File: src/rtl/mem_access_unit_if.sv
// Data-memory bus between the load/store unit (master) and memory (slave).
// Request is held until ack; rdata is sampled with ack.
interface mem_access_unit_if;
    logic        req;
    logic        we;
    logic [31:0] addr;
    logic [31:0] wdata;
    logic [3:0]  be;
    logic        ack;
    logic [31:0] rdata;

    modport master (
        output req,
        output we,
        output addr,
        output wdata,
        output be,
        input  ack,
        input  rdata
    );

    modport slave (
        input  req,
        input  we,
        input  addr,
        input  wdata,
        input  be,
        output ack,
        output rdata
    );
endinterface

File: src/rtl/mem_access_unit.sv
// RV32I memory-stage load/store unit: classifies the request, runs one
// req/ack bus transaction with timeout, and returns extended load data.
module mem_access_unit #(
    parameter int unsigned TIMEOUT = 16
) (
    input  logic               clk,
    input  logic               rst,
    input  logic               req_valid,
    input  logic               req_wr,
    input  logic [31:0]        req_addr,
    input  logic [31:0]        req_wdata,
    input  logic [2:0]         req_memop,
    output logic               req_ready,
    mem_access_unit_if.master  bus,
    output logic               resp_valid,
    output logic [31:0]        resp_data,
    output logic               resp_err,
    output logic               stall
);

    typedef enum logic [1:0] {
        IDLE,
        BUS,
        RESP
    } state_t;

    localparam logic [7:0] TO_LAST = 8'(TIMEOUT - 1);

    state_t      state_q;
    state_t      state_d;
    logic [7:0]  wait_q;
    logic [7:0]  wait_d;
    logic [31:0] addr_q;
    logic [31:0] addr_d;
    logic [31:0] wdata_q;
    logic [31:0] wdata_d;
    logic [3:0]  be_q;
    logic [3:0]  be_d;
    logic        wr_q;
    logic        wr_d;
    logic [2:0]  memop_q;
    logic [2:0]  memop_d;
    logic        err_q;
    logic        err_d;
    logic [31:0] rdata_q;
    logic [31:0] rdata_d;

    logic        illegal;
    logic        misaligned;
    logic        timeout;
    logic [3:0]  be_req;
    logic [31:0] wdata_req;
    logic [31:0] shifted;
    logic [31:0] rdata_ext;

    // Request classification and lane formatting, evaluated in IDLE.
    always_comb begin
        illegal    = (req_memop == 3'b011)
                   || (req_memop[2:1] == 2'b11)
                   || (req_wr && req_memop[2]);
        misaligned = ((req_memop[1:0] == 2'b01) && req_addr[0])
                   || ((req_memop[1:0] == 2'b10) && (req_addr[1:0] != 2'b00));
        case (req_memop[1:0])
            2'b00: begin
                be_req    = 4'b0001 << req_addr[1:0];
                wdata_req = {4{req_wdata[7:0]}};
            end
            2'b01: begin
                be_req    = 4'b0011 << {req_addr[1], 1'b0};
                wdata_req = {2{req_wdata[15:0]}};
            end
            default: begin
                be_req    = 4'b1111;
                wdata_req = req_wdata;
            end
        endcase
    end

    // Aligned accesses let one byte-granular shift serve B, H and W.
    always_comb begin
        shifted = bus.rdata >> {addr_q[1:0], 3'b000};
        case (memop_q)
            3'b000:  rdata_ext = {{24{shifted[7]}}, shifted[7:0]};
            3'b100:  rdata_ext = {24'd0, shifted[7:0]};
            3'b001:  rdata_ext = {{16{shifted[15]}}, shifted[15:0]};
            3'b101:  rdata_ext = {16'd0, shifted[15:0]};
            default: rdata_ext = shifted;
        endcase
    end

    assign timeout = (wait_q == TO_LAST);

    always_comb begin
        state_d = state_q;
        wait_d  = wait_q;
        addr_d  = addr_q;
        wdata_d = wdata_q;
        be_d    = be_q;
        wr_d    = wr_q;
        memop_d = memop_q;
        err_d   = err_q;
        rdata_d = rdata_q;
        unique case (state_q)
            IDLE: begin
                if (req_valid) begin
                    if (illegal || misaligned) begin
                        state_d = RESP;
                        err_d   = 1'b1;
                        rdata_d = 32'd0;
                    end else begin
                        state_d = BUS;
                        wait_d  = 8'd0;
                        addr_d  = req_addr;
                        wdata_d = wdata_req;
                        be_d    = be_req;
                        wr_d    = req_wr;
                        memop_d = req_memop;
                    end
                end
            end
            BUS: begin
                if (bus.ack) begin
                    state_d = RESP;
                    err_d   = 1'b0;
                    rdata_d = wr_q ? 32'd0 : rdata_ext;
                end else if (timeout) begin
                    state_d = RESP;
                    err_d   = 1'b1;
                    rdata_d = 32'd0;
                end else begin
                    wait_d = wait_q + 8'd1;
                end
            end
            RESP: begin
                state_d = IDLE;
                err_d   = 1'b0;
                rdata_d = 32'd0;
            end
            default: begin
                state_d = IDLE;
            end
        endcase
    end

    always_ff @(posedge clk or posedge rst) begin
        if (rst) begin
            state_q <= IDLE;
            wait_q  <= 8'd0;
            addr_q  <= 32'd0;
            wdata_q <= 32'd0;
            be_q    <= 4'd0;
            wr_q    <= 1'b0;
            memop_q <= 3'd0;
            err_q   <= 1'b0;
            rdata_q <= 32'd0;
        end else begin
            state_q <= state_d;
            wait_q  <= wait_d;
            addr_q  <= addr_d;
            wdata_q <= wdata_d;
            be_q    <= be_d;
            wr_q    <= wr_d;
            memop_q <= memop_d;
            err_q   <= err_d;
            rdata_q <= rdata_d;
        end
    end

    // Bus strobes follow the state so reset drops them immediately.
    assign bus.req   = (state_q == BUS);
    assign bus.we    = (state_q == BUS) && wr_q;
    assign bus.be    = (state_q == BUS) ? be_q : 4'd0;
    assign bus.addr  = {addr_q[31:2], 2'b00};
    assign bus.wdata = wdata_q;

    assign req_ready  = (state_q == IDLE);
    assign stall      = (state_q != IDLE) || req_valid;
    assign resp_valid = (state_q == RESP);
    assign resp_data  = rdata_q;
    assign resp_err   = err_q;

endmodule

File: src/flat_wrapper.sv
// flat-port wrapper written by rule: the top's interface ports become plain ports
module mem_access_unit_flat 
#(
    parameter int unsigned TIMEOUT = 16
)
  (clk, rst, req_valid, req_wr, req_addr, req_wdata, req_memop, req_ready, resp_valid, resp_data, resp_err, stall, bus_req, bus_we, bus_addr, bus_wdata, bus_be, bus_ack, bus_rdata);
  mem_access_unit_if bus_i ();
  input  logic clk;
  input  logic rst;
  input  logic req_valid;
  input  logic req_wr;
  input  logic [31:0] req_addr;
  input  logic [31:0] req_wdata;
  input  logic [2:0] req_memop;
  output logic req_ready;
  output logic resp_valid;
  output logic [31:0] resp_data;
  output logic resp_err;
  output logic stall;
  output wire logic [$bits(bus_i.req)-1:0] bus_req;
  output wire logic [$bits(bus_i.we)-1:0] bus_we;
  output wire logic [$bits(bus_i.addr)-1:0] bus_addr;
  output wire logic [$bits(bus_i.wdata)-1:0] bus_wdata;
  output wire logic [$bits(bus_i.be)-1:0] bus_be;
  input wire logic [$bits(bus_i.ack)-1:0] bus_ack;
  input wire logic [$bits(bus_i.rdata)-1:0] bus_rdata;
  assign bus_req = bus_i.req;
  assign bus_we = bus_i.we;
  assign bus_addr = bus_i.addr;
  assign bus_wdata = bus_i.wdata;
  assign bus_be = bus_i.be;
  assign bus_i.ack = bus_ack;
  assign bus_i.rdata = bus_rdata;
  mem_access_unit #(.TIMEOUT(TIMEOUT)) u_core (.clk(clk), .rst(rst), .req_valid(req_valid), .req_wr(req_wr), .req_addr(req_addr), .req_wdata(req_wdata), .req_memop(req_memop), .req_ready(req_ready), .bus(bus_i), .resp_valid(resp_valid), .resp_data(resp_data), .resp_err(resp_err), .stall(stall));
endmodule
File: config.mk
export PLATFORM = sky130hd
export DESIGN_NAME = mem_access_unit_flat
export DESIGN_NICKNAME = d
export VERILOG_FILES = /design/src/rtl/mem_access_unit_if.sv /design/src/rtl/mem_access_unit.sv /design/src/flat_wrapper.sv
export SDC_FILE = /design/constraint.sdc
export NUM_CORES = 1
export LEC_CHECK = 0
export ABC_AREA = 1
export CAP_MARGIN = 20
export CORE_UTILIZATION = 45
export DETAILED_ROUTE_END_ITERATION = 7
export GPL_ROUTABILITY_DRIVEN = 0
export PLACE_DENSITY = 0.83
export SYNTH_ARGS = -nofsm -noshare
export SYNTH_HDL_FRONTEND = slang
export SYNTH_SLANG_ARGS = --single-unit
File: constraint.sdc
create_clock -name clk -period 10.3 [get_ports clk]
set_input_delay 1.545 -clock clk [delete_from_list [all_inputs] [get_ports clk]]
set_output_delay 1.545 -clock clk [all_outputs]
set_load 0.05 [all_outputs]
# Word level (Yosys, flattened, before mapping)
# Index checks and enable logic that the tools add are counted.
# W data, S select, Z words.
# totals
mem_bits_rw	0
reg_bits	115
latch_bits	0
memories	0
romBits	0
wordCells	75
output_inout_bits	106
input_bits	104
# classes
n_reduce_logical	20
mul	0
magnitude_cmp	0
addsub	1
div_mod_pow	0
bitwise_logic	1
eq_ne	16
mux	25
n_shift	3
# ops
cell	count
$mux W32	5
$pmux W32 S4	1
$pmux W32 S3	1
$pmux W32 S2	1
$mux W8	4
$shr A32 B5 Y32	1
$pmux W8 S2	1
$add A8 B1 Y8 const B	1
$eq A8 B4 Y1 const B	1
$mux W2	4
$ne A2 B2 Y1 const B	4
$pmux W4 S2	1
$eq A2 B2 Y1 const B	3
$eq A3 B3 Y1 const B	2
$reduce_bool A2 Y1	3
$logic_or A1 B1 Y1	5
$reduce_and A5 Y1	1
$eq A2 B1 Y1 const B	2
$logic_and A1 B1 Y1	4
$logic_not A2 Y1	2
$mux W1	4
$mux W4	1
$pmux W2 S2	1
$reduce_and A4 Y1	1
other kinds (12)	12

# Logic depth before layout (Yosys ltp)
# Gate-level depths: netlist of the first run.
# logic_depth
ltp_word	7
ltp_mapped	10
depth_no_buf	8

# Worst setup path after synthesis of the first run
# Ideal clock, no wire load.
# synth_path
path_kind	input -> output
startpoint	in req_valid
endpoint	out stall
required_time_ns	8.755
slack_ns	6.786
stages	2
path_buffers	0
t_arrival_ns	1.969
path_cell_list	inv_1 nand2_1
# synth_between
elab_chain_cells	1
# synth_lines
element	line	source
start, declared	flat_wrapper.sv:10	input logic req_valid;
$logic_or A1 B1 Y1	mem_access_unit.sv:177	assign stall = (state_q != IDLE) || req_valid;
end, declared	flat_wrapper.sv:19	output logic stall;
# Every way passes these cells.

# Worst setup path after layout of the first run
# Ends and elaborated chain as after synthesis.

==> flow_summary.toml, run 1 <==
[finish]
nets = 1031
antenna_cells = 0
final_cell_mix = "nand2_1, clkdlybuf4s50_1, dfrtp_1, o21ai_0, a21oi_1"
syn_to_final_growth_pct = 42.0
mostFrequentLayoutCell = "nand2_1"
drive_above_1_share = 0.0596
fill_cells = 1109
layout.cells.non_filler = 1111

[detailed_routing]
wl_mm = 16.7
remaining_drc_errors = 0
wl_per_cell_um = 15.0
drt-pass1-iter-count = 5
vias = 5656
drtAntennaViolNets = 0
first_iter_violations = 447
via_per_inst = 5.09

[critical_path]
cp_max_fo = 2
crit_type = "in2out"
required_ps = 8760
critical_path_arrival_ps = 3060
worstRegToRegCells = 6
worst_setup_path_end_kind = "primary output"
critPathLaunchType = "input pin"

[clock_network]
tritoncts.num_buffers = 17
htree_levels = 4
post_cts_buffers = 0
cts_tree = "done"
ctsResizeCount = 0
cts.sinks = 115
root_buffer = "clkbuf_16"
clkTransAtPathRegs_ps = 50
cts_max_path_buffers = 2
insertion_delay_ps = 420
hold_buffers = 0

[sta]
hold_viol = 0
slew_headroom = 0.360
fin_crit_sh = 0.447
drv_slew = 0
finalSetupViolCount = 0
tightest_slew_ps = 960
rsz0062_at_grt = "no"
fmax_mhz = 217
skew_ps = 9.09
period_minus_slack_ps = 4600
setup_tns_ps = 0

[min_path]
min_path_type = "reg2reg"
hold_depth = 2

[die]
die_y_um = 117
initial_core_util = 0.466
ios = 210
die_w_um = 117
die-area_sq_um = 13600
core_area_sq_um = 12700
num_rows = 41

[place]
numPortBuffers = 207
hpwlAfterDp_mm = 11.3
place_inst = 1078

[logic_synthesis]
avgSynthCellArea_sq_um = 7.70
ys_seq_elements = 115
yosysWarnings = 0
synth_area_sq_um = 5930
ys_types = 29
yosysSeqAreaShare = 0.485
syn_inst = 770

[power_and_ir_drop]
switching_share = 0.456
power.density_nw_per_um2 = 321
seq_power_share = 0.276
p_comb_frac = 0.484
power_leakage_nw = 4.10
clock_power_share = 0.241
p_sw_w = 0.00124
peakVddDrop_mv = 0.238
intPower_w = 0.00147

[global_routing]
first_global_vias = 5482
grt_use_total = 0.258
gr-total-overflow = 0
antenna_found_initial = 0
grt_max_degree = 114
grt_pass1_wl_mm = 26.6

[job]
drv_cap = 0

[outcome]
status = "complete, no violations"
[synthesized netlist by cell type (all sizes together)]
library cell  count  area, sq um
nand2           303         1160
o21bai            1         7.51
nor2             27          116
dfrtp           115         2880
o21ai           101          509
nand3            29          168
xor2              1         8.76
nand3b            1         20.0
inv              50          188
ha                1         12.5
a21oi            51          255
conb              1         3.75
o211ai           14          105
clkbuf           12         47.6
nand4             1         6.26
buf              62          447
[final cells by class]
cell class | instances | area, sq um | area share
Clock buffer | 22 | 474 | 0.0563
Clock inverter | 10 | 178 | 0.0211
Multi-Input combinational cell | 532 | 2380 | 0.283
Sequential cell | 115 | 2880 | 0.342
Tap cell | 172 | 215 | 0.0255
Inverter | 50 | 190 | 0.0226
Timing Repair Buffer | 210 | 2110 | 0.250
[worst paths after layout]
check | start | to | slack [ps]
max reg2reg | u_core.addr_q[1] | u_core.resp_data[19] | 7850
max | req_valid | stall | 5700
min in group asynchronous | rst | u_core.addr_q[16] | 1530
min reg2reg | u_core.addr_q[2] | u_core.addr_q[2] | 470
min | u_core.addr_q[2] | u_core.addr_q[2] | 470
max in group asynchronous | rst | u_core.bus.wdata[3] | 7420
[sequential cells by signal, summed over array words and instances, names as in the netlist]
name and count:
u_core.resp_data 32, u_core.addr_q 32, u_core.memop_q 3, u_core.be_q 4
u_core.bus.wdata 32, u_core.wr_q 1, u_core.state_q 2, u_core.resp_err 1
u_core.wait_q 8
[power groups by stage]
stage	clock network, W	registers (W)	logic, W
2_1_floorplan	0	0.000963	0.000764
3_3_place_gp	0	0.000744	0.00128
4_1_cts	0.000659	0.000744	0.00131
6_report	0.000652	0.000746	0.00131
3_5_place_dp	0	0.000744	0.00130
5_1_grt	0.000681	0.000766	0.00140
[routing by layer]
layer	vias to the layer above	global-route usage	routed length [um]
met2	238	0.429	7980
met4	0	0.109	366
met1	2639	0.314	6950
li1	2746	-	-
met3	33	0.0772	1380
met5	-	0	0
[per-stage QoR]
step	utilization	hold slack, ps	power (W)	area [sq um]	worst slack (ps)
after floorplan	-	450	0.00173	5940	5710
after detailed placement	0.609	465	0.00205	7750	5540
after CTS	0.661	479	0.00272	8410	5690
final	0.662	475	0.00271	8430	5700
after global routing	0.662	492	0.00284	8430	5640
after global placement	0.609	462	0.00202	7750	5600
[critical path, stage by stage]
cell and delay, ps:
clkdlybuf4s50_1 460, inv_1 60, nand2_1 130, clkdlybuf4s50_1 860
[kinds of logic after synthesis]
| logic type | Yosys count | share of synthesized area |
|---|---|---|
| xor gates and xnor gates | 1 | 0.00148 |
| and+or+nand+nor | 361 | 0.248 |
| other | 1 | 0.000632 |
| adders and majority gates | 1 | 0.00211 |
| DFF | 115 | 0.485 |
| AOI/OAI and AO/OA | 167 | 0.148 |
| buffers and inverters | 124 | 0.115 |
Power figures use the tool's default switching activity.
==> inputs of run 2 (changes only) <==
--- a/config.mk
+++ b/config.mk
@@ -7,10 +7,10 @@
 export LEC_CHECK = 0
 export ABC_AREA = 1
 export CAP_MARGIN = 20
-export CORE_UTILIZATION = 45
+export CORE_UTILIZATION = 41
 export DETAILED_ROUTE_END_ITERATION = 7
 export GPL_ROUTABILITY_DRIVEN = 0
-export PLACE_DENSITY = 0.83
+export PLACE_DENSITY = 0.8
 export SYNTH_ARGS = -nofsm -noshare
 export SYNTH_HDL_FRONTEND = slang
 export SYNTH_SLANG_ARGS = --single-unit
==> constraint.sdc (replaced) <==
create_clock -name clk -period 4.1 [get_ports clk]
set_input_delay 0.615 -clock clk [delete_from_list [all_inputs] [get_ports clk]]
set_output_delay 0.615 -clock clk [all_outputs]
set_load 0.05 [all_outputs]
==> flow_summary.toml, run 2 (synthesis gave the netlist of run 1 again) <==
[place]
numPortBuffers = 207
hpwlAfterDp_mm = 11.3
post-place-ws_ps = 1190
place_area_sq_um = 7790

[sta]
setup_slack_ps = 1360
period_minus_slack_ps = 2740
fmax_mhz = 365
drv_slew = 0
rsz0062_at_grt = "no"
setup_tns_ps = 0
fin_crit_sh = 0.668
finalSetupViolCount = 0
skew_ps = 7.24
slew_headroom = 0.397
hold_viol = 0
tightest_slew_ps = 903

[finish]
final_cell_mix = "nand2_1, clkdlybuf4s50_1, dfrtp_1, o21ai_0, a21oi_1"
nets = 1033
syn_to_final_growth_pct = 41.4
seq_area_sq_um = 2880
multi_input_area_sq_um = 2380
drive_above_1_share = 0.0606
fill_cells = 1257
mostFrequentLayoutCell = "nand2_1"
finalInstanceArea_sq_um = 8390
antenna_cells = 0

[critical_path]
crit_type = "in2out"
critPathLaunchType = "input pin"
required_ps = 3480
r2r_start = "u_core.addr_q[0]"
crit_top_cell = "clkdlybuf4s50_1"
rrSetupSlack_ps = 1750
worst_setup_path_end_kind = "primary output"
critical_path_arrival_ps = 2120
worstRegToRegCells = 7
crit_buf_inv = 3
r2r_end = "u_core.resp_data[20]"
worstPathCellList = "clkdlybuf4s50_1 -> inv_1 -> nand2_1 -> clkdlybuf4s50_1"
critPathTopFamily = "buffers and inverters"
cp_max_fo = 2
slowest_stage = "clkdlybuf4s50_1"
cp_slowest_stage_delay_ps = 830

[clock_network]
root_buffer = "clkbuf_16"
hold_buffers = 0
htree_levels = 4
post_cts_buffers = 0
clkTransAtPathRegs_ps = 50
tritoncts.num_buffers = 17
insertion_delay_ps = 410
cts_tree = "done"
ctsResizeCount = 0
cts.sinks = 115
cts_max_path_buffers = 2

[detailed_routing]
via_per_inst = 5.01
drt-pass1-iter-count = 6
wl_per_cell_um = 14.4
drtAntennaViolNets = 0
first_iter_violations = 454
remaining_drc_errors = 0
wl_mm = 16.1
vias = 5612

[die]
initial_core_util = 0.424
ios = 210
num_rows = 43
die_y_um = 122
die-area_sq_um = 15000
die_w_um = 122
core_area_sq_um = 14000

[outcome]
status = "complete, no violations"

[global_routing]
grt_use_total = 0.228
first_global_vias = 5266
grt_pass1_wl_mm = 26.2
grt_max_degree = 73
antenna_found_initial = 0
gr-total-overflow = 0

[min_path]
hold_depth = 2
min_path_type = "reg2reg"
min_to = "u_core.bus.wdata[22]"
worstHoldStart = "u_core.bus.wdata[22]"

[power_and_ir_drop]
power.density_nw_per_um2 = 790
peakVddDrop_mv = 0.509
power_leakage_nw = 4.07

[job]
drv_cap = 0
run 2: layer usage:
| metal | global-route usage | wire length [um] |
|---|---|---|
| met4 | 0.0869 | 270 |
| met1 | 0.291 | 6700 |
| met5 | 0 | 0 |
| met3 | 0.0651 | 1410 |
| met2 | 0.364 | 7710 |
run 2: power by group:
group	internal [W]	switching (W)
sequential	0.00154	0.000324
combinational	0.00104	0.00222
clock	0.000997	0.000510
total	0.00357	0.00306
run 2: cell type report:
type | count | area share
well taps | 180 | 0.0268
clock buffers | 22 | 0.0565
multi-input cells | 532 | 0.284
inverters | 50 | 0.0227
flip-flops and latches | 115 | 0.343
clock inverters | 9 | 0.0154
repair buffers | 212 | 0.251
run 2: worst max-delay path by stage:
| stage | from | endpoint | slack, ps | cells past startpoint |
|---|---|---|---|---|
| 6_report | req_valid | stall | 1360 | 4 |
| 5_1_grt | u_core.state_q[1] | bus_req | 1250 | 4 |
| 4_1_cts | u_core.state_q[1] | bus_req | 1350 | 4 |
| 3_5_place_dp | req_memop[1] | u_core.wait_q[2] | 1190 | 9 |
| 3_3_place_gp | req_memop[1] | u_core.wait_q[2] | 1240 | 9 |
| 2_1_floorplan | rst | u_core.addr_q[0] | 440 | 1 |
run 2: metrics by stage:
stage          total power, W  utilization  std cells  hold slack, ps
2_1_floorplan         0.00434            -        771             450
3_3_place_gp          0.00508        0.557       1089             461
3_5_place_dp          0.00512        0.557       1089             465
4_1_cts               0.00667        0.600       1120             480
5_1_grt               0.00701        0.600       1120             491
6_report              0.00663        0.600       1120             478
run 2: worst register-to-register path: stages, from the launching register on:
cell and delay [ps]:
dfrtp_1 810, inv_2 480, nand2_1 190, nand3_1 150, nand3_4 210, nand3b_4 190
nand2_1 140, nand2_1 70
==> inputs of run 3 (changes only) <==
==> constraint.sdc (replaced) <==
create_clock -name clk -period 2.2 [get_ports clk]
set_input_delay 0.33 -clock clk [delete_from_list [all_inputs] [get_ports clk]]
set_output_delay 0.33 -clock clk [all_outputs]
set_load 0.05 [all_outputs]
==> flow_summary.toml, run 3 (synthesis gave the netlist of run 1 again) <==
[clock_network]
htree_levels = 4
root_buffer = "clkbuf_16"
ctsResizeCount = 0
cts.sinks = 115
hold_buffers = 0
cts_tree = "done"
post_cts_buffers = 0
clkTransAtPathRegs_ps = 60
insertion_delay_ps = 410
tritoncts.num_buffers = 17
cts_max_path_buffers = 2

[critical_path]
critical_path_arrival_ps = 1620
worstPathCellList = "clkdlybuf4s50_1"
critPathTopFamily = "buffers and inverters"
crit_type = "reg2out"
slowest_stage = "clkdlybuf4s50_1"
r2r_start = "u_core.wait_q[0]"
cp_max_fo = 2
r2r_end = "u_core.resp_data[27]"
cp_slowest_stage_delay_ps = 830
critPathLaunchType = "register"
worstRegToRegCells = 6
rrSetupSlack_ps = 380
required_ps = 1870
worst_setup_path_end_kind = "primary output"
crit_buf_inv = 1

[place]
numPortBuffers = 207
hpwlAfterDp_mm = 11.6

[sta]
setup_tns_ps = 0
period_minus_slack_ps = 1950
skew_ps = 5.60
drv_slew = 0
slew_headroom = 0.589
finalSetupViolCount = 0
tightest_slew_ps = 616
rsz0062_at_grt = "no"
hold_viol = 0
fmax_mhz = 513
fin_crit_sh = 0.885

[die]
initial_core_util = 0.424
die_w_um = 122
die_y_um = 122
num_rows = 43
die-area_sq_um = 15000
core_area_sq_um = 14000
ios = 210

[detailed_routing]
first_iter_violations = 324
via_per_inst = 4.98
vias = 5623
wl_mm = 16.6
wl_per_cell_um = 14.7
drt-pass1-iter-count = 5
remaining_drc_errors = 0
drtAntennaViolNets = 0

[finish]
final_cell_mix = "nand2_1, clkdlybuf4s50_1, dfrtp_1, o21ai_0, a21oi_1"
fill_cells = 1257
nets = 1041
seq_area_sq_um = 2880
syn_to_final_growth_pct = 43.8
antenna_cells = 0
mostFrequentLayoutCell = "nand2_1"
drive_above_1_share = 0.0790
multi_input_area_sq_um = 2380

[global_routing]
antenna_found_initial = 0
grt_pass1_wl_mm = 26.9
grt_max_degree = 70
gr-total-overflow = 0
grt_use_total = 0.233
first_global_vias = 5427

[power_and_ir_drop]
power_leakage_nw = 4.17
power.density_nw_per_um2 = 1470
peakVddDrop_mv = 1.13
totalPowerFinal_w = 0.0125

[min_path]
min_path_type = "in2async"

[job]
drv_cap = 0

[outcome]
status = "complete, no violations"
==> run 3: cell types whose count changed in the layout (fill, tap and decap cells not counted), sizes merged <==
cell / previous run / this run
buf: 5 / 22
clkdlybuf4s50: 207 / 198
clkinv: 4 / 5
clkinvlp: 2 / 3
inv: 50 / 49
==> run 3: tightest hold or removal path, stage by stage <==
cell	delay [ps]
clkdlybuf4s50_1	440
clkinvlp_4	160
buf_12	200
==> run 3: worst max-delay path by stage <==
stage                                end  depth (start not counted)                 from  slack (ps)
floorplan               u_core.addr_q[0]                          1                  rst         470
global placement          u_core.be_q[3]                         10         req_memop[1]         150
detailed placement  u_core.bus.wdata[30]                          8         req_memop[1]         120
CTS                         bus_wdata[9]                          1  u_core.bus.wdata[9]         220
global route                bus_wdata[9]                          1  u_core.bus.wdata[9]         190
finish                      bus_wdata[9]                          1  u_core.bus.wdata[9]         250
==> run 3: power by group <==
group | internal (W) | switching [W]
clock | 0.00186 | 0.000970
combinational | 0.00202 | 0.00429
sequential | 0.00287 | 0.000518
total | 0.00675 | 0.00577
==> run 3: layout make-up <==
| cell class | count | share of cell area |
|---|---|---|
| tap | 180 | 0.0264 |
| multi-input combinational | 532 | 0.279 |
| inverter | 50 | 0.0224 |
| clock buffer | 22 | 0.0556 |
| clock inverter | 10 | 0.0153 |
| timing repair buffer | 220 | 0.263 |
| sequential | 115 | 0.337 |
==> run 3: per-layer routing <==
| metal | up-vias | part of all wire | track usage |
|---|---|---|---|
| met5 | - | 0 | 0 |
| met4 | 0 | 0.015 | 0.0724 |
| met3 | 25 | 0.090 | 0.0822 |
| met2 | 228 | 0.48 | 0.381 |
| met1 | 2596 | 0.41 | 0.287 |
| li1 | 2774 | - | - |
==> run 3: through the flow <==
| stage | setup slack [ps] | area, sq um | hold slack (ps) | instances | utilization |
|---|---|---|---|---|---|
| finish | 252 | 8530 | 369 | 1129 | 0.610 |
| global route | 187 | 8530 | 388 | 1129 | 0.610 |
| CTS | 223 | 8530 | 367 | 1129 | 0.610 |
| detailed placement | 124 | 7930 | 464 | 1097 | 0.567 |
| global placement | 146 | 7930 | 462 | 1097 | 0.567 |
| floorplan | 471 | 5940 | 440 | 771 | - |
